$ cat src/rtl/rd_pointer_empty_1_tx_pkg.sv
// Shared FIFO package: default geometry used by both the read- and write-side pointer
// blocks, plus the Gray/binary pointer conversion helpers.
package rd_pointer_empty_1_tx_pkg;

    localparam int unsigned FIFO_DAT_W           = 8;
    localparam int unsigned FIFO_ALMOST_EMPTY_TH = 4;

    // Helpers operate on a fixed wide vector; callers zero-extend and truncate. Leading
    // zeros do not disturb either conversion, so any pointer up to this width works.
    localparam int unsigned PTR_MAX_W = 32;

    // Prefix-XOR from the MSB down: bin[i] = ^gray[MSB:i].
    function automatic logic [PTR_MAX_W-1:0] gray2bin(input logic [PTR_MAX_W-1:0] i_gray);
        logic [PTR_MAX_W-1:0] w_bin;
        w_bin[PTR_MAX_W-1] = i_gray[PTR_MAX_W-1];
        for (int i = PTR_MAX_W - 2; i >= 0; i--) begin
            w_bin[i] = w_bin[i+1] ^ i_gray[i];
        end
        return w_bin;
    endfunction

    function automatic logic [PTR_MAX_W-1:0] bin2gray(input logic [PTR_MAX_W-1:0] i_bin);
        return i_bin ^ (i_bin >> 1);
    endfunction

endpackage

$ cat src/rtl/rd_pointer_empty_1_tx_if.sv
// Read-side FIFO pointer bus.
//   i_rd_en         : read request (reader -> block)
//   w_wrptr         : Gray write pointer from the write domain
//   o_rd_addr       : RAM read address
//   r_rdptr         : Gray read pointer returned to the writer
//   w_empty         : empty flag
//   w_allmost_empty : almost-empty flag
//   w_cnt           : occupancy in words
// master = reader/writer environment, slave = rd_pointer_empty_1_tx.
interface rd_pointer_empty_1_tx_if
    import rd_pointer_empty_1_tx_pkg::*;
#(
    parameter int unsigned DAT_W = FIFO_DAT_W
);
    logic             i_rd_en;
    logic [DAT_W:0]   w_wrptr;
    logic [DAT_W-1:0] o_rd_addr;
    logic [DAT_W:0]   r_rdptr;
    logic             w_empty;
    logic             w_allmost_empty;
    logic [DAT_W:0]   w_cnt;

    modport master (
        output i_rd_en, w_wrptr,
        input  o_rd_addr, r_rdptr, w_empty, w_allmost_empty, w_cnt
    );

    modport slave (
        input  i_rd_en, w_wrptr,
        output o_rd_addr, r_rdptr, w_empty, w_allmost_empty, w_cnt
    );
endinterface

$ cat src/rtl/rd_pointer_empty_1_tx_ptr_sync.sv
// N-stage multi-bit flop synchronizer with asynchronous active-low reset.
//   i_clk  : destination clock
//   i_rstn : async active-low reset, clears every stage
//   i_d    : source-domain vector (must be Gray-coded so at most one bit moves)
//   o_q    : synchronized vector, STAGES edges after i_d
module ptr_sync #(
    parameter int unsigned WIDTH  = 1,
    parameter int unsigned STAGES = 2
) (
    input  logic             i_clk,
    input  logic             i_rstn,
    input  logic [WIDTH-1:0] i_d,
    output logic [WIDTH-1:0] o_q
);

    logic [WIDTH-1:0] r_sync [STAGES];

    always_ff @(posedge i_clk or negedge i_rstn) begin
        if (!i_rstn) begin
            for (int i = 0; i < STAGES; i++) begin
                r_sync[i] <= '0;
            end
        end else begin
            r_sync[0] <= i_d;
            for (int i = 1; i < STAGES; i++) begin
                r_sync[i] <= r_sync[i-1];
            end
        end
    end

    assign o_q = r_sync[STAGES-1];

endmodule

$ cat src/rtl/rd_pointer_empty_1_tx.sv
// Read-side pointer and empty/occupancy tracking for an async FIFO.
//   i_rd_clk  : read clock, the only clock in this block
//   i_rd_rstn : async active-low reset
//   bus       : slave side of rd_pointer_empty_1_tx_if (read request, incoming Gray
//               write pointer, RAM address, Gray read pointer, empty/almost-empty, count)
// Interface DAT_W must match this module's DAT_W.
module rd_pointer_empty_1_tx
    import rd_pointer_empty_1_tx_pkg::*;
#(
    parameter int unsigned DAT_W           = FIFO_DAT_W,
    parameter int unsigned ALMOST_EMPTY_TH = FIFO_ALMOST_EMPTY_TH,
    parameter int unsigned SYNC_STAGES     = 2
) (
    input  logic                   i_rd_clk,
    input  logic                   i_rd_rstn,
    rd_pointer_empty_1_tx_if.slave bus
);

    localparam int unsigned PW = DAT_W + 1;

    logic [PW-1:0] r_bin;
    logic [PW-1:0] r_rdptr;
    logic [PW-1:0] r_cnt;
    logic          r_empty;
    logic          r_aempty;

    logic          w_rd_accept;
    logic [PW-1:0] w_next_bin;
    logic [PW-1:0] w_next_gray;
    logic [PW-1:0] w_sync_gray;
    logic [PW-1:0] w_sync_bin;
    logic [PW-1:0] w_occ;

    ptr_sync #(
        .WIDTH  (PW),
        .STAGES (SYNC_STAGES)
    ) u_wrptr_sync (
        .i_clk  (i_rd_clk),
        .i_rstn (i_rd_rstn),
        .i_d    (bus.w_wrptr),
        .o_q    (w_sync_gray)
    );

    // Flags are evaluated against the post-read pointer so a read is reflected in
    // empty/count at the same edge that advances the pointer, and the last word
    // read blocks any back-to-back read in the following cycle.
    always_comb begin
        w_rd_accept = bus.i_rd_en & ~r_empty;
        w_next_bin  = r_bin + {{DAT_W{1'b0}}, w_rd_accept};
        w_next_gray = PW'(bin2gray(PTR_MAX_W'(w_next_bin)));
        w_sync_bin  = PW'(gray2bin(PTR_MAX_W'(w_sync_gray)));
        w_occ       = w_sync_bin - w_next_bin;  // modulo 2**PW by width
    end

    always_ff @(posedge i_rd_clk or negedge i_rd_rstn) begin
        if (!i_rd_rstn) begin
            r_bin    <= '0;
            r_rdptr  <= '0;
            r_cnt    <= '0;
            r_empty  <= 1'b1;
            r_aempty <= 1'b1;
        end else begin
            r_bin    <= w_next_bin;
            r_rdptr  <= w_next_gray;
            r_cnt    <= w_occ;
            r_empty  <= (w_next_gray == w_sync_gray);
            r_aempty <= (w_occ <= PW'(ALMOST_EMPTY_TH));
        end
    end

    assign bus.o_rd_addr       = r_bin[DAT_W-1:0];
    assign bus.r_rdptr         = r_rdptr;
    assign bus.w_empty         = r_empty;
    assign bus.w_allmost_empty = r_aempty;
    assign bus.w_cnt           = r_cnt;

endmodule

$ cat src/flat_wrapper.sv
// flat-port wrapper written by rule: the top's interface ports become plain ports
module rd_pointer_empty_1_tx_flat import rd_pointer_empty_1_tx_pkg::*;
#(
    parameter int unsigned DAT_W           = FIFO_DAT_W,
    parameter int unsigned ALMOST_EMPTY_TH = FIFO_ALMOST_EMPTY_TH,
    parameter int unsigned SYNC_STAGES     = 2
)
  (i_rd_clk, i_rd_rstn, bus_i_rd_en, bus_w_wrptr, bus_o_rd_addr, bus_r_rdptr, bus_w_empty, bus_w_allmost_empty, bus_w_cnt);
  rd_pointer_empty_1_tx_if #(.DAT_W(DAT_W)) bus_i ();
  input  logic i_rd_clk;
  input  logic i_rd_rstn;
  input wire logic [$bits(bus_i.i_rd_en)-1:0] bus_i_rd_en;
  input wire logic [$bits(bus_i.w_wrptr)-1:0] bus_w_wrptr;
  output wire logic [$bits(bus_i.o_rd_addr)-1:0] bus_o_rd_addr;
  output wire logic [$bits(bus_i.r_rdptr)-1:0] bus_r_rdptr;
  output wire logic [$bits(bus_i.w_empty)-1:0] bus_w_empty;
  output wire logic [$bits(bus_i.w_allmost_empty)-1:0] bus_w_allmost_empty;
  output wire logic [$bits(bus_i.w_cnt)-1:0] bus_w_cnt;
  assign bus_i.i_rd_en = bus_i_rd_en;
  assign bus_i.w_wrptr = bus_w_wrptr;
  assign bus_o_rd_addr = bus_i.o_rd_addr;
  assign bus_r_rdptr = bus_i.r_rdptr;
  assign bus_w_empty = bus_i.w_empty;
  assign bus_w_allmost_empty = bus_i.w_allmost_empty;
  assign bus_w_cnt = bus_i.w_cnt;
  rd_pointer_empty_1_tx #(.DAT_W(DAT_W), .ALMOST_EMPTY_TH(ALMOST_EMPTY_TH), .SYNC_STAGES(SYNC_STAGES)) u_core (.i_rd_clk(i_rd_clk), .i_rd_rstn(i_rd_rstn), .bus(bus_i));
endmodule
$ cat config.mk
export PLATFORM = sky130hd
export DESIGN_NAME = rd_pointer_empty_1_tx_flat
export DESIGN_NICKNAME = d
export VERILOG_FILES = /design/src/rtl/rd_pointer_empty_1_tx_pkg.sv /design/src/rtl/rd_pointer_empty_1_tx_if.sv /design/src/rtl/rd_pointer_empty_1_tx_ptr_sync.sv /design/src/rtl/rd_pointer_empty_1_tx.sv /design/src/flat_wrapper.sv
export SDC_FILE = /design/constraint.sdc
export NUM_CORES = 1
export LEC_CHECK = 0
export ABC_AREA = 1
export CORE_ASPECT_RATIO = 2
export CORE_MARGIN = 2
export CORE_UTILIZATION = 50
export CTS_CLUSTER_SIZE = 10
export DETAILED_ROUTE_END_ITERATION = 10
export PLACE_DENSITY_LB_ADDON = 0.3
export SYNTH_ARGS = -nofsm -noshare
export SYNTH_HDL_FRONTEND = slang
export SYNTH_SLANG_ARGS = --single-unit
$ cat constraint.sdc
create_clock -name i_rd_clk -period 4.3 [get_ports i_rd_clk]
set_input_delay 0.645 -clock i_rd_clk [delete_from_list [all_inputs] [get_ports i_rd_clk]]
set_output_delay 0.645 -clock i_rd_clk [all_outputs]
set_load 0.02 [all_outputs]
* Word-level counts from Yosys, hierarchy flattened
Index checks and enable logic that the tools add are counted.
** Word-level totals
- Register bits :: 47
- Bits of input ports :: 12
** Cells by class
- Add/subtract/negate cells :: 2
- Magnitude comparators :: 1
- Bitwise operators :: 11
- Equal/unequal tests :: 1
** Operators with widths (number)
- $add 9x1->9 :: 1
- $eq 9x9->1 :: 1
- $le 9x3->1 const B :: 1
- $sub 9x9->9 :: 1
- $xor 9x8->9 :: 1
- $xor 1x1->1 :: 8
- $and 1x1->1 :: 1
- $not 1->1 :: 1

* Logic depth before layout (Yosys ltp)
- Depth after elaboration :: 10
- Gate-level depth with buffers :: 25
- Gate-level depth less buffers :: 25

* Hierarchy
A second synthesis with hierarchy kept.
** Unflattened totals
- Cells, all modules :: 237
- Area total of the unflattened synthesis :: 2273.4 um^2
** By module, submodules not included
- rd_pointer_empty_1_tx :: cells each 210, sequential area each 703.2 um^2, area each 1755.4 um^2, instances 1
- ptr_sync :: cells each 27, sequential area each 450.4 um^2, area each 518.0 um^2, instances 1

* Least setup slack after synthesis
Ideal clock, no wire load.
- Path type :: flip-flop to flip-flop
- Start point :: register u_core.u_wrptr_sync.r_sync (netlist bit u_core.u_wrptr_sync.o_q[8])
- End point :: register u_core.r_aempty, in the netlist u_core.bus.w_allmost_empty
- Cell stages (with the launch flop) :: 24
- Slack :: 1.586 ns
- Clock period less this slack :: 2.714 ns
- Buffers on the path :: 0
- Arrival :: 2.647 ns
- Data required time :: 4.233 ns
- Setup time :: 0.067 ns
- Cells stage by stage :: dfrtp_1 inv_1 nand2_1 nand3_1 nand2_1 nand2_1 nand2_1 nand2_1 nand3_1 nand3_1 nand2_1 nand2_1 nand3_1 nand2_1 ha_1 inv_1 fa_1 nand3_1 nand2_1 a21oi_1 o21bai_1 xor2_1 nand4_1 nor2_1
** On the way
- Word-level cells in the longest chain between the ends :: 10
** Ends and longest elaborated chain
- start: declaration :: RTL line rd_pointer_empty_1_tx_ptr_sync.sv:16 : logic [WIDTH-1:0] r_sync [STAGES];
- start signal: indexed assignment :: RTL line rd_pointer_empty_1_tx_ptr_sync.sv:26 : r_sync[i] <= r_sync[i-1];
- $xor 1x1->1 (8 in series) :: RTL line rd_pointer_empty_1_tx_pkg.sv:17 : w_bin[i] = w_bin[i+1] ^ i_gray[i];
- $sub 9x9->9 (*) :: RTL line rd_pointer_empty_1_tx.sv:52 : w_occ = w_sync_bin - w_next_bin;
- $le 9x3->1 (*) :: RTL line rd_pointer_empty_1_tx.sv:67 : r_aempty <= (w_occ <= PW'(ALMOST_EMPTY_TH));
- end signal: assignment :: RTL line rd_pointer_empty_1_tx.sv:67
- end: declaration :: RTL line rd_pointer_empty_1_tx.sv:25 : logic r_aempty;
Mark *: on every way between the ends. The rest lies on a longest branch, timed or not.

* Final worst setup path
- Start point :: register u_core.u_wrptr_sync.r_sync (netlist bit u_core.u_wrptr_sync.o_q[7])
- End point :: register u_core.r_aempty, in the netlist u_core.bus.w_allmost_empty
** On the way
- Word-level cells in the longest chain between the ends :: 10
** Ends and longest elaborated chain (RTL line)
- $xor 1x1->1 (*) :: rd_pointer_empty_1_tx_pkg.sv:17
- $xor 1x1->1 (7 in series) :: rd_pointer_empty_1_tx_pkg.sv:17
- $sub 9x9->9 (*) :: rd_pointer_empty_1_tx.sv:52
- $le 9x3->1 (*) :: rd_pointer_empty_1_tx.sv:67
Marked as above.

==> flow_results.org <==
** Drt
- Vias per std cell :: 4.87
- The first detailed-routing pass ran for 4 iterations.
- The detailed router placed 1593 vias in this run.
- Iter 0 DRT Violations :: 16
- The final layout contains routed wiring with a total length of 3.75 mm.
- Once detail routing completed, the nets flagged for antenna violations numbered 0.
- Routed WL per cell :: 11.5 µm
- DRC :: 0

** Clocking
- Clock Tree Root :: sky130_fd_sc_hd__clkbuf_8
- Post-CTS Setup Bufs :: 0
- TritonCTS created 5 clock buffers.
- Post-CTS resize count :: 0
- TritonCTS clock tree :: done
- Clock-pin slew on the worst setup and hold paths :: 80 ps
- The clock reaches the later pin of the worst-skew pair after 290 ps.
- # hold bufs at CTS :: 0
- In this run the deepest clock path goes through 2 buffers.
- H-tree depth reported by CTS :: 2
- Count of clock tree sinks :: 46

** Floorplan
- Measured along the y axis, the die boundary spans 96.7 µm.
- Num rows :: 33
- The floorplan step set the die width to 50.3 µm.
- During I/O placement, the number of pins put on the boundary was 40.
- The core region is 4130 µm².
- Initial core utilization :: 52.0%
- The floorplan step defined a die boundary enclosing 4870 µm².

** STA
- Setup-failing EPs final :: 0
- Of the available clock period, the critical path in the final layout requires 74.7%.
- In the final timing run, aggregate negative setup slack is 0 ps.
- RSZ-0062 raised after global routing :: false
- Headroom to the max-slew limit came out at 36.0%.
- For the finished layout, the period the worst path requires is 3210 ps.
- Clock skew on the completed layout was measured at 8.60 ps.
- For this run, the top clock speed supported by timing is 312 MHz.
- The final count of hold timing violations was 0.
- Number of max-slew violations in the final report :: 0
- Transition time of the tightest slew-check pin :: 961 ps

** Critical path
- Crit Reg-Reg Endpoint :: u_core.bus.w_allmost_empty
- For flop-to-flop paths, the worst setup slack is 1090 ps.
- The signal on the critical path passes through inv_1 -> nand2_1 -> nand3_1 -> nand2_1 -> nand2_1 -> nand2_1 -> nand2_1 -> nand3_1 -> nand2_1 -> nand2_1 -> nand2_1 -> nand2_1 -> nand3_1 -> nand2_1 -> ha_1 -> inv_1 -> fa_1 -> nand3_1 -> nand2_1 -> a21oi_1 -> o21bai_1 -> xor2_1 -> nand4_1 -> nor2_1.
- The largest individual stage delay along the critical path comes from the cell sky130_fd_sc_hd__fa_1.
- Depth of the worst register-to-register path :: 24
- Required time at the worst-slack endpoint :: 4520 ps
- On the worst path, the slowest cell contributes a delay of 410 ps.
- In this run the critical register-to-register path is launched from u_core.u_wrptr_sync.o_q[7].
- Of all nets on the critical path, the largest fanout is 4.
- The critical path is of the flip-flop to flip-flop type.
- Cell family contributing the most delay on the critical path :: simple AND/OR/NAND/NOR gates
- CP Buf/Inv Count :: 2
- Most prevalent standard cell on the critical path :: sky130_fd_sc_hd__nand2_1
- Type of element capturing the critical path :: flip-flop
- Startpoint Class :: flip-flop
- Endpoint arrival time on the critical path :: 3430 ps

** Power and ir drop
- Power Density :: 790 nW/µm²
- Clk network pwr share :: 12.4%
- Sequential cells burn 30.7% of the power.
- Across the VDD grid, the largest voltage drop is 0.478 mV.
- Total net switching power :: 0.925 mW
- Pint :: 1.20 mW
- Leakage power :: 1.38 nW
- Per report_power, the combinational group accounts for 56.9% of the total.
- Net switching is 43.5% of the power.

** Final layout
- Share of post-route cells with drive strength above 1 :: 8.36%
- The finished layout holds 327 standard cells, fillers aside.
- Diode insertion count for antenna repair :: 0
- Relative to the synthesized area, the layout overhead comes to 25.4%.
- Layout Cell Area excl Fill :: 2690 µm²
- For this run, the post-layout net count is 297.

** Synthesis
- Most used flip-flop cell after synthesis :: sky130_fd_sc_hd__dfrtp_1
- Number of distinct library cell variants in the gate-level netlist after synthesis :: 23
- Number of warnings issued by yosys :: 0
- The number of nets in the synthesized netlist is 251.
- Synthesized area per cell :: 9.42 µm²
- Post-synthesis cell count :: 228
- For this run, asynchronously set or reset flops after synthesis account for 100%.
- The mapped netlist covers 2150 µm².
- Count of flip-flops with a built-in enable after synthesis :: 0
- After synthesis, flip-flops and latches occupy 53.7% of the total area.
- Number of synthesized register bits :: 46

** Run status
- The flow ran to the end, and the final reports show no timing, DRC or antenna violations.

** Global routing
- Number of antenna violations at the first check in global routing :: 0
- Total congestion overflow :: 0
- The number of global-route vias before repair came to 1558.
- The first global-routing pass estimated 6.30 mm of wire.
- GRT Util Overall :: 16.7%
- Largest net degree at the start of global routing :: 47

** Worst hold path
- Endpoint of the worst hold path :: u_core.u_wrptr_sync.o_q[1]
- The path class of the tightest hold or removal check is flip-flop to flip-flop.
- Counting instances, the worst hold path has a depth of 0.
- In this run the most critical hold path is launched from u_core.u_wrptr_sync.r_sync[10].

** Placed design
- Summing all placed instances gives a cell area of 2600 µm².
- Input and output buffers added on the ports amount to 39.
- At the end of routability-driven placement, the weighted congestion stood at 0.819.
- Post-detail-place hpwl :: 2.92 mm
- Count of placed standard cells including taps :: 319

** Run
- Max-cap violations :: 0
[worst max path at each step]
stage	from	end	slack [ps]	depth (start not counted)
after floorplan	u_core.u_wrptr_sync.o_q[8]	u_core.bus.w_allmost_empty	1590	23
after global placement	bus_i_rd_en	u_core.bus.w_allmost_empty	1070	15
after detailed placement	bus_i_rd_en	u_core.bus.w_allmost_empty	940	15
after CTS	u_core.u_wrptr_sync.o_q[7]	u_core.bus.w_allmost_empty	1090	23
after global routing	u_core.u_wrptr_sync.o_q[8]	u_core.bus.w_allmost_empty	770	23
final	u_core.u_wrptr_sync.o_q[7]	u_core.bus.w_allmost_empty	1090	24
[registers in the layout, indices dropped and copies added, names as in the netlist]
name,flops
u_core.bus.r_rdptr,8
u_core.bus.w_allmost_empty,1
u_core.bus.w_cnt,9
u_core.bus.w_empty,1
u_core.r_bin,9
u_core.u_wrptr_sync.o_q,9
u_core.u_wrptr_sync.r_sync,9
[cell families (layout without fill, tap and decap cells)]
group / Yosys count / in the layout / share of synthesized area (%)
simple gates: 100 / 100 / 20.6
flops: 46 / 46 / 53.7
buf+inv: 41 / 88 / 7.17
xor+xnor: 19 / 19 / 8.97
fa+ha+maj: 11 / 11 / 6.76
compound gates: 11 / 11 / 2.80
[final cells by class]
| class | count | area, µm² |
|---|---|---|
| Fill cell | 376 | 1440 |
| Sequential cell | 46 | 1150 |
| Multi-Input combinational cell | 141 | 840 |
| Timing Repair Buffer | 39 | 385 |
| Inverter | 41 | 154 |
| Clock buffer | 6 | 82.6 |
| Tap cell | 52 | 65.1 |
| Clock inverter | 2 | 12.5 |
[cells in the mapped netlist, types with 2 or more instances]
master	n	area, µm²
sky130_fd_sc_hd__nand4_1	4	25.0
sky130_fd_sc_hd__nand3_1	21	105
sky130_fd_sc_hd__xor2_1	17	149
sky130_fd_sc_hd__inv_2	2	7.51
sky130_fd_sc_hd__a21oi_1	7	35.0
sky130_fd_sc_hd__ha_1	10	125
sky130_fd_sc_hd__nand2_1	55	206
sky130_fd_sc_hd__inv_1	38	143
sky130_fd_sc_hd__nor2_1	11	41.3
sky130_fd_sc_hd__dfrtp_1	44	1100
sky130_fd_sc_hd__o21ai_0	2	10.0
sky130_fd_sc_hd__dfstp_2	2	52.6
sky130_fd_sc_hd__nand2_2	5	31.3
[layout by cell type (no fill, tap or decap)]
| cell | Yosys | final |
|---|---|---|
| sky130_fd_sc_hd__o21ai_0 | 2 | 2 |
| sky130_fd_sc_hd__nand4_1 | 4 | 4 |
| sky130_fd_sc_hd__nor2_1 | 11 | 11 |
| sky130_fd_sc_hd__o21a_1 | 1 | 1 |
| sky130_fd_sc_hd__ha_1 | 10 | 10 |
| sky130_fd_sc_hd__nand3_1 | 21 | 21 |
| sky130_fd_sc_hd__clkinvlp_4 | 0 | 1 |
| sky130_fd_sc_hd__dfstp_2 | 2 | 2 |
| sky130_fd_sc_hd__nor2_4 | 1 | 1 |
| sky130_fd_sc_hd__nand2_2 | 5 | 5 |
| sky130_fd_sc_hd__clkdlybuf4s50_1 | 0 | 38 |
| sky130_fd_sc_hd__fa_1 | 1 | 1 |
| sky130_fd_sc_hd__o21bai_1 | 1 | 1 |
| sky130_fd_sc_hd__clkinv_2 | 0 | 1 |
| sky130_fd_sc_hd__nand2_1 | 55 | 55 |
| sky130_fd_sc_hd__nor3_1 | 1 | 1 |
| sky130_fd_sc_hd__inv_1 | 38 | 38 |
| sky130_fd_sc_hd__xor2_2 | 1 | 1 |
| sky130_fd_sc_hd__clkbuf_8 | 0 | 6 |
| sky130_fd_sc_hd__clkinv_1 | 1 | 1 |
| sky130_fd_sc_hd__nor2_2 | 1 | 1 |
| sky130_fd_sc_hd__nand3_2 | 1 | 1 |
| sky130_fd_sc_hd__buf_2 | 0 | 1 |
| sky130_fd_sc_hd__xor2_4 | 1 | 1 |
| sky130_fd_sc_hd__inv_2 | 2 | 2 |
| sky130_fd_sc_hd__a21oi_1 | 7 | 7 |
| sky130_fd_sc_hd__xor2_1 | 17 | 17 |
| sky130_fd_sc_hd__dfrtp_1 | 44 | 44 |
[through the flow]
| step | setup slack [ps] | util (%) | total power, mW | hold slack, ps |
|---|---|---|---|---|
| floorplan | 1590 | - | 1.45 | 331 |
| global placement | 1070 | 62.9 | 1.86 | 331 |
| detailed placement | 935 | 62.9 | 1.87 | 335 |
| CTS | 1090 | 65.2 | 2.15 | 354 |
| global route | 772 | 65.2 | 2.30 | 357 |
| finish | 1090 | 65.2 | 2.13 | 351 |
[metal layers]
layer | global-route usage, % | vias to the layer above | share of wire [%]
met5 | 0 | - | 0
met4 | 6.24 | 0 | 1.4
met3 | 3.09 | 4 | 3.3
met2 | 31.8 | 32 | 59
met1 | 17.0 | 767 | 37
li1 | - | 790 | -
[power groups by stage]
stage               clock (mW)  sequential [mW]  combinational [mW]
floorplan                    0            0.814               0.637
global placement             0            0.663                1.20
detailed placement           0            0.663                1.21
CTS                      0.272            0.656                1.22
global route             0.292            0.668                1.34
finish                   0.264            0.653                1.21
[worst register-to-register path: stages, from the launching register on]
cell and delay, ps:
sky130_fd_sc_hd__dfrtp_1 400, sky130_fd_sc_hd__inv_1 90, sky130_fd_sc_hd__nand2_1 90, sky130_fd_sc_hd__nand3_1 100, sky130_fd_sc_hd__nand2_1 100, sky130_fd_sc_hd__nand2_1 100
sky130_fd_sc_hd__nand2_1 110, sky130_fd_sc_hd__nand2_1 70, sky130_fd_sc_hd__nand3_1 90, sky130_fd_sc_hd__nand2_1 70, sky130_fd_sc_hd__nand2_1 100, sky130_fd_sc_hd__nand2_1 90
sky130_fd_sc_hd__nand2_1 100, sky130_fd_sc_hd__nand3_1 80, sky130_fd_sc_hd__nand2_1 80, sky130_fd_sc_hd__ha_1 140, sky130_fd_sc_hd__inv_1 60, sky130_fd_sc_hd__fa_1 410
sky130_fd_sc_hd__nand3_1 90, sky130_fd_sc_hd__nand2_1 110, sky130_fd_sc_hd__a21oi_1 160, sky130_fd_sc_hd__o21bai_1 100, sky130_fd_sc_hd__xor2_1 180, sky130_fd_sc_hd__nand4_1 110
sky130_fd_sc_hd__nor2_1 110
No activity file was read; power rests on OpenSTA's default activity.
==> RTL edit 1 (same settings) <==
Set the package constant `FIFO_DAT_W` to 12 (it was 8).
--- a/src/rtl/rd_pointer_empty_1_tx_pkg.sv
+++ b/src/rtl/rd_pointer_empty_1_tx_pkg.sv
@@ -3,5 +3,5 @@
 package rd_pointer_empty_1_tx_pkg;
 
-    localparam int unsigned FIFO_DAT_W           = 8;
+    localparam int unsigned FIFO_DAT_W           = 12;
     localparam int unsigned FIFO_ALMOST_EMPTY_TH = 4;
 
Interface: changed (resized bus_o_rd_addr, bus_r_rdptr, bus_w_cnt and bus_w_wrptr); port bits go from 40 to 56. No check against the original RTL was run, so the function may have changed too.
==> RTL edit 1 against the unedited design <==
Wire length is 71% higher. Critical endpoint unchanged. First-iteration DRC count grew to 5.5 times the old value. Sequential cell count is 20 higher. Final area is 54% higher. Utilization is 3.9 points higher. Global-route usage is 4.5 points higher. Area after synthesis is 45% higher. Total power is 44% higher. Final cell count is 36% higher. Worst hold slack worse by 0.011 ns. Setup slack worse by 0.70 ns.
==> RTL edit 1: results (changes against the unedited design) <==
[critical_path]
crit_arrival_ns = 4.16  ; +0.73 ns
cp-startpoint = u_core.u_wrptr_sync.o_q[11]$_DFF_PN0_
rrSetupSlack_ns = 0.39  ; -0.70 ns
reg2reg_depth = 33  ; +38%

[logic_synthesis]
ys_types = 29  ; +26%
synth_xor_area_share_pct = 11.6  ; +2.7 points
synth_area_leaders = dfrtp_1 51%, xor2_1 8.4%, inv_1 6.7%
ys_ff_latch = 66  ; +43%
yosys.area_share.adder_pct = 6.26  ; -0.50 points
synth_commonest_cells = 64 x dfrtp_1, 56 x inv_1, 37 x nand2_1, 31 x nand3_1, 30 x xor2_1
syn-num-nets = 337  ; +34%
synth_compound_area_share_pct = 4.38  ; +1.6 points

[sta]
worst_pin_slew_ns = 0.637  ; -0.323 ns
timing.fmax_mhz = 256  ; -18%

[global_routing]
globalRouteMet2Util_pct = 38.2  ; +6.4 points
grt_pass1_vias = 2450  ; +57%
track_usage_pct = 21.2  ; +4.5 points
grt_max_degree = 38  ; -19%
grt_pass1_wl_um = 10400  ; +65%
met3_usage_pct = 6.14  ; +3.1 points

[pwr]
ir_drop_uv = 428  ; -10%
leakagePower_uw = 0.00210  ; +53%
p_switching_uw = 1200  ; +30%

[cts]
htree_levels = 3  ; +1
cts_made_buffers = 9  ; +4
clock-root-buffer = clkbuf_16
clk_pin_slew_ns = 0.05  ; -0.03 ns

[place]
portBuffers = 55  ; +41%
dp_hpwl_um = 5000  ; +71%
gp_congestion = 0.834  ; +1.8%
place_ws_ns = 0.249  ; -0.686 ns

[cells_and_area]
inverters = 57  ; +39%
n_all_buffers = 60  ; +54%
multiInputGateArea_um2 = 1340  ; +59%
num-multi-input-gates = 183  ; +30%
n_clock_buffer = 12  ; +6
nets = 408  ; +37%
buffer_area_share_pct = 14.0  ; -0.27 points
seq_share_pct = 39.8  ; -3.0 points
fill_cells = 460  ; +22%
drive_gt1_share_pct = 17.6  ; +9.2 points

[detailed_routing]
drtPass1Iterations = 4  ; unchanged
met2WireLength_um = 3690  ; +67%
vias_per_cell = 5.21  ; +7.0%
drtIter0Drc = 88  ; +72
wl_met3_um = 259  ; +110%

[run_status]
status = finished clean

[worst_hold_path]
hp-class = in -> async

[RTL edit 1: how the worst min path moves through the flow]
stage                                             startpoint                                    to  slack [ns]  cells after the start
floorplan           u_core.u_wrptr_sync.r_sync[13]$_DFF_PN0_  u_core.u_wrptr_sync.o_q[0]$_DFF_PN0_        0.33                      0
global placement    u_core.u_wrptr_sync.r_sync[20]$_DFF_PN0_  u_core.u_wrptr_sync.o_q[7]$_DFF_PN0_        0.33                      0
detailed placement  u_core.u_wrptr_sync.r_sync[16]$_DFF_PN0_  u_core.u_wrptr_sync.o_q[3]$_DFF_PN0_        0.34                      0
CTS                 u_core.u_wrptr_sync.r_sync[18]$_DFF_PN0_  u_core.u_wrptr_sync.o_q[5]$_DFF_PN0_        0.35                      0
global route        u_core.u_wrptr_sync.r_sync[18]$_DFF_PN0_  u_core.u_wrptr_sync.o_q[5]$_DFF_PN0_        0.35                      0
finish                                             i_rd_rstn  u_core.u_wrptr_sync.o_q[1]$_DFF_PN0_        0.34                      1
[RTL edit 1: per-stage QoR]
| step | hold slack (ns) | util, % | total power [uW] | cell area, um^2 | cells |
|---|---|---|---|---|---|
| final | 0.340 | 69.1 | 3070 | 4150 | 444 |
| after global routing | 0.350 | 69.1 | 3270 | 4150 | 444 |
| after CTS | 0.347 | 67.4 | 3030 | 4050 | 442 |
| after detailed placement | 0.336 | 62.7 | 2320 | 3760 | 427 |
| after global placement | 0.333 | 62.7 | 2280 | 3760 | 427 |
| after floorplan | 0.331 | - | 1780 | 3120 | 306 |
[RTL edit 1: power groups by stage]
stage / Clock [uW] / Combinational, uW / Sequential, uW
2_1_floorplan: 0 / 695 / 1080
3_3_place_gp: 0 / 1390 / 895
3_5_place_dp: 0 / 1420 / 900
4_1_cts: 711 / 1430 / 891
5_1_grt: 741 / 1620 / 903
6_report: 697 / 1480 / 887
==> RTL edit 2 (same settings) <==
Without the edit above. Reset style: synchronous (`i_rd_rstn` and `i_rstn`), changed in 2 clocked blocks. Comments in the files are not updated.
--- a/src/rtl/rd_pointer_empty_1_tx_ptr_sync.sv
+++ b/src/rtl/rd_pointer_empty_1_tx_ptr_sync.sv
@@ -16,5 +16,5 @@
     logic [WIDTH-1:0] r_sync [STAGES];
 
-    always_ff @(posedge i_clk or negedge i_rstn) begin
+    always_ff @(posedge i_clk) begin
         if (!i_rstn) begin
             for (int i = 0; i < STAGES; i++) begin
--- a/src/rtl/rd_pointer_empty_1_tx.sv
+++ b/src/rtl/rd_pointer_empty_1_tx.sv
@@ -53,5 +53,5 @@
     end
 
-    always_ff @(posedge i_rd_clk or negedge i_rd_rstn) begin
+    always_ff @(posedge i_rd_clk) begin
         if (!i_rd_rstn) begin
             r_bin    <= '0;
Formal check against the unedited RTL: differs if i_rd_rstn is asserted again (counterexample within 4 cycles, from zero or initial values and one cycle with i_rd_rstn low); with i_rd_rstn held inactive, the same outputs for 10 cycles.
==> RTL edit 2 against the unedited design <==
Area after synthesis up 3.7%. Utilization down 0.80 points. Final area up 2.8%. Setup slack better by 0.062 ns. Wire length up 8.1%. Sequential cell count unchanged. Die area up 3.5%.
Power is not compared: it rests on default switching activity, and its combinational part moved more than twofold at a synthesized area within 25%.
==> RTL edit 2: results (changes against the unedited design) <==
[detailed_routing]
met2WireLength_um = 2240  ; +1.6%
route.vias.total = 1962  ; +23%
drtPass1Iterations = 4  ; unchanged
avgRoutedWirePerCell_um = 9.90  ; -14%
wirelength_met1_um = 1570  ; +14%
drtIter0Drc = 28  ; +12
wl_met3_um = 125  ; +2.5%

[cells_and_area]
final_cells = 410  ; +25%
n_antenna_cell = 0  ; unchanged
largest_reg_flops = 18
drive_gt1_share_pct = 7.30  ; -1.1 points
nets = 378  ; +27%
regMostFlops = u_core.u_wrptr_sync.r_sync
post-route-cell-area_um2 = 2770  ; +2.8%
fill_cells = 385  ; +2.4%

[global_routing]
track_usage_pct = 18.2  ; +1.5 points
grt_pass1_vias = 1866  ; +20%
globalRouteMet2Util_pct = 34.8  ; +3.0 points
grt_pass1_wl_um = 7070  ; +12%
met1_usage_pct = 16.7  ; -0.33 points
antenna_found_initial = 0  ; unchanged
grt_max_degree = 27  ; -43%
grt_overflow = 0  ; unchanged
met3_usage_pct = 2.75  ; -0.33 points

[logic_synthesis]
synth_area_per_cell_um2 = 7.12  ; -24%
synth_xor_area_share_pct = 5.00  ; -4.0 points
synth_area_leaders = dfxtp_1 41%, nand2_1 15%, inv_1 10%
ys_seq_area_share_pct = 41.3  ; -12 points
ys.flop_type = dfxtp_1
async_reset_ff_share_pct = 0  ; -100 points
synth_commonest_cells = 89 x nand2_1, 60 x inv_1, 46 x dfxtp_1, 27 x nand3_1, 26 x nor2_1
muxShareOfSynthArea_pct = 0  ; unchanged
ys_types = 28  ; +22%
yosys.area_share.adder_pct = 6.52  ; -0.24 points
syn-num-nets = 336  ; +34%
yosys.area.top_type = dfxtp_1
synth_compound_area_share_pct = 4.27  ; +1.5 points

[cts]
clock-root-buffer = clkbuf_8
clk_pin_slew_ns = 0.08  ; about the same
cts_made_buffers = 5  ; unchanged
cts_setup_buffers = 0  ; unchanged
cts.path.max_buffers = 2  ; unchanged
htree_levels = 2  ; unchanged

[worst_hold_path]
hp-class = reg -> reg

[pwr]
ir_drop_uv = 391
leakagePower_uw = 0.00144

[sta]
finalSetupViolCount = 0  ; unchanged
clock_skew_ns = 0.00412  ; -0.00448 ns
max_slew_margin_pct = 56.8  ; +21 points
tns_ns = 0  ; unchanged

[critical_path]
worst-path-max-fanout = 4  ; unchanged

[place]
place_area_um2 = 2670  ; +2.9%
numPlacedInstances = 402  ; +26%
place_ws_ns = 0.884  ; -0.0511 ns
gp_congestion = 0.871  ; +6.2%
dp_hpwl_um = 3200  ; +9.4%

[run_status]
status = finished clean

==> RTL edit 2: cell count changes after synthesis, sizes merged, moves of 3 or more <==
cell    before  now
a21oi        7   13
clkbuf       0    4
dfrtp       44    0
dfxtp        0   46
inv         40   61
nand2       60   96
nand3       22   28
nand3b       0    3
nor2        13   27
xor2        19    9
==> RTL edit 2: area by class of cell <==
type,count,share of cell area [%]
inverter,61,8.27
sequential,46,33.3
timing repair buffer,40,14.4
clock buffer,6,2.98
tap,54,2.44
multi-input combinational,201,38.2
clock inverter,2,0.452
==> RTL edit 2: path summary, 6_finish.rpt <==
kind	startpoint	end	slack, ns	depth (start not counted)
worst min-delay path	u_core.u_wrptr_sync.r_sync[0][6]$_SDFF_PN0_	u_core.u_wrptr_sync.r_sync[0][15]$_SDFF_PN0_	0.41	2
worst min register to register	u_core.u_wrptr_sync.r_sync[0][6]$_SDFF_PN0_	u_core.u_wrptr_sync.r_sync[0][15]$_SDFF_PN0_	0.41	2
worst max-delay path	bus_i_rd_en	u_core.bus.w_allmost_empty$_SDFF_PN1_	1.15	17
worst max register to register	u_core.u_wrptr_sync.r_sync[0][17]$_SDFF_PN0_	u_core.bus.w_allmost_empty$_SDFF_PN1_	1.22	26
==> RTL edit 2: critical path, stage by stage <==
cell,delay (ns)
clkdlybuf4s50_1,0.46
inv_1,0.04
nor2_1,0.08
ha_1,0.19
ha_1,0.19
nand3_1,0.16
inv_1,0.15
nand4_1,0.09
nand2_1,0.12
inv_1,0.08
ha_1,0.33
inv_1,0.09
nor4_1,0.29
a21oi_1,0.16
o21ai_2,0.16
a21oi_2,0.05
nor2_1,0.11
==> RTL edit 2: report_power, final <==
group	internal, uW	total [uW]	switching (uW)	leakage (uW)
Clock	129	269	140	0.0000472
Sequential	458	469	11.5	0.000378
Combinational	112	257	145	0.00101
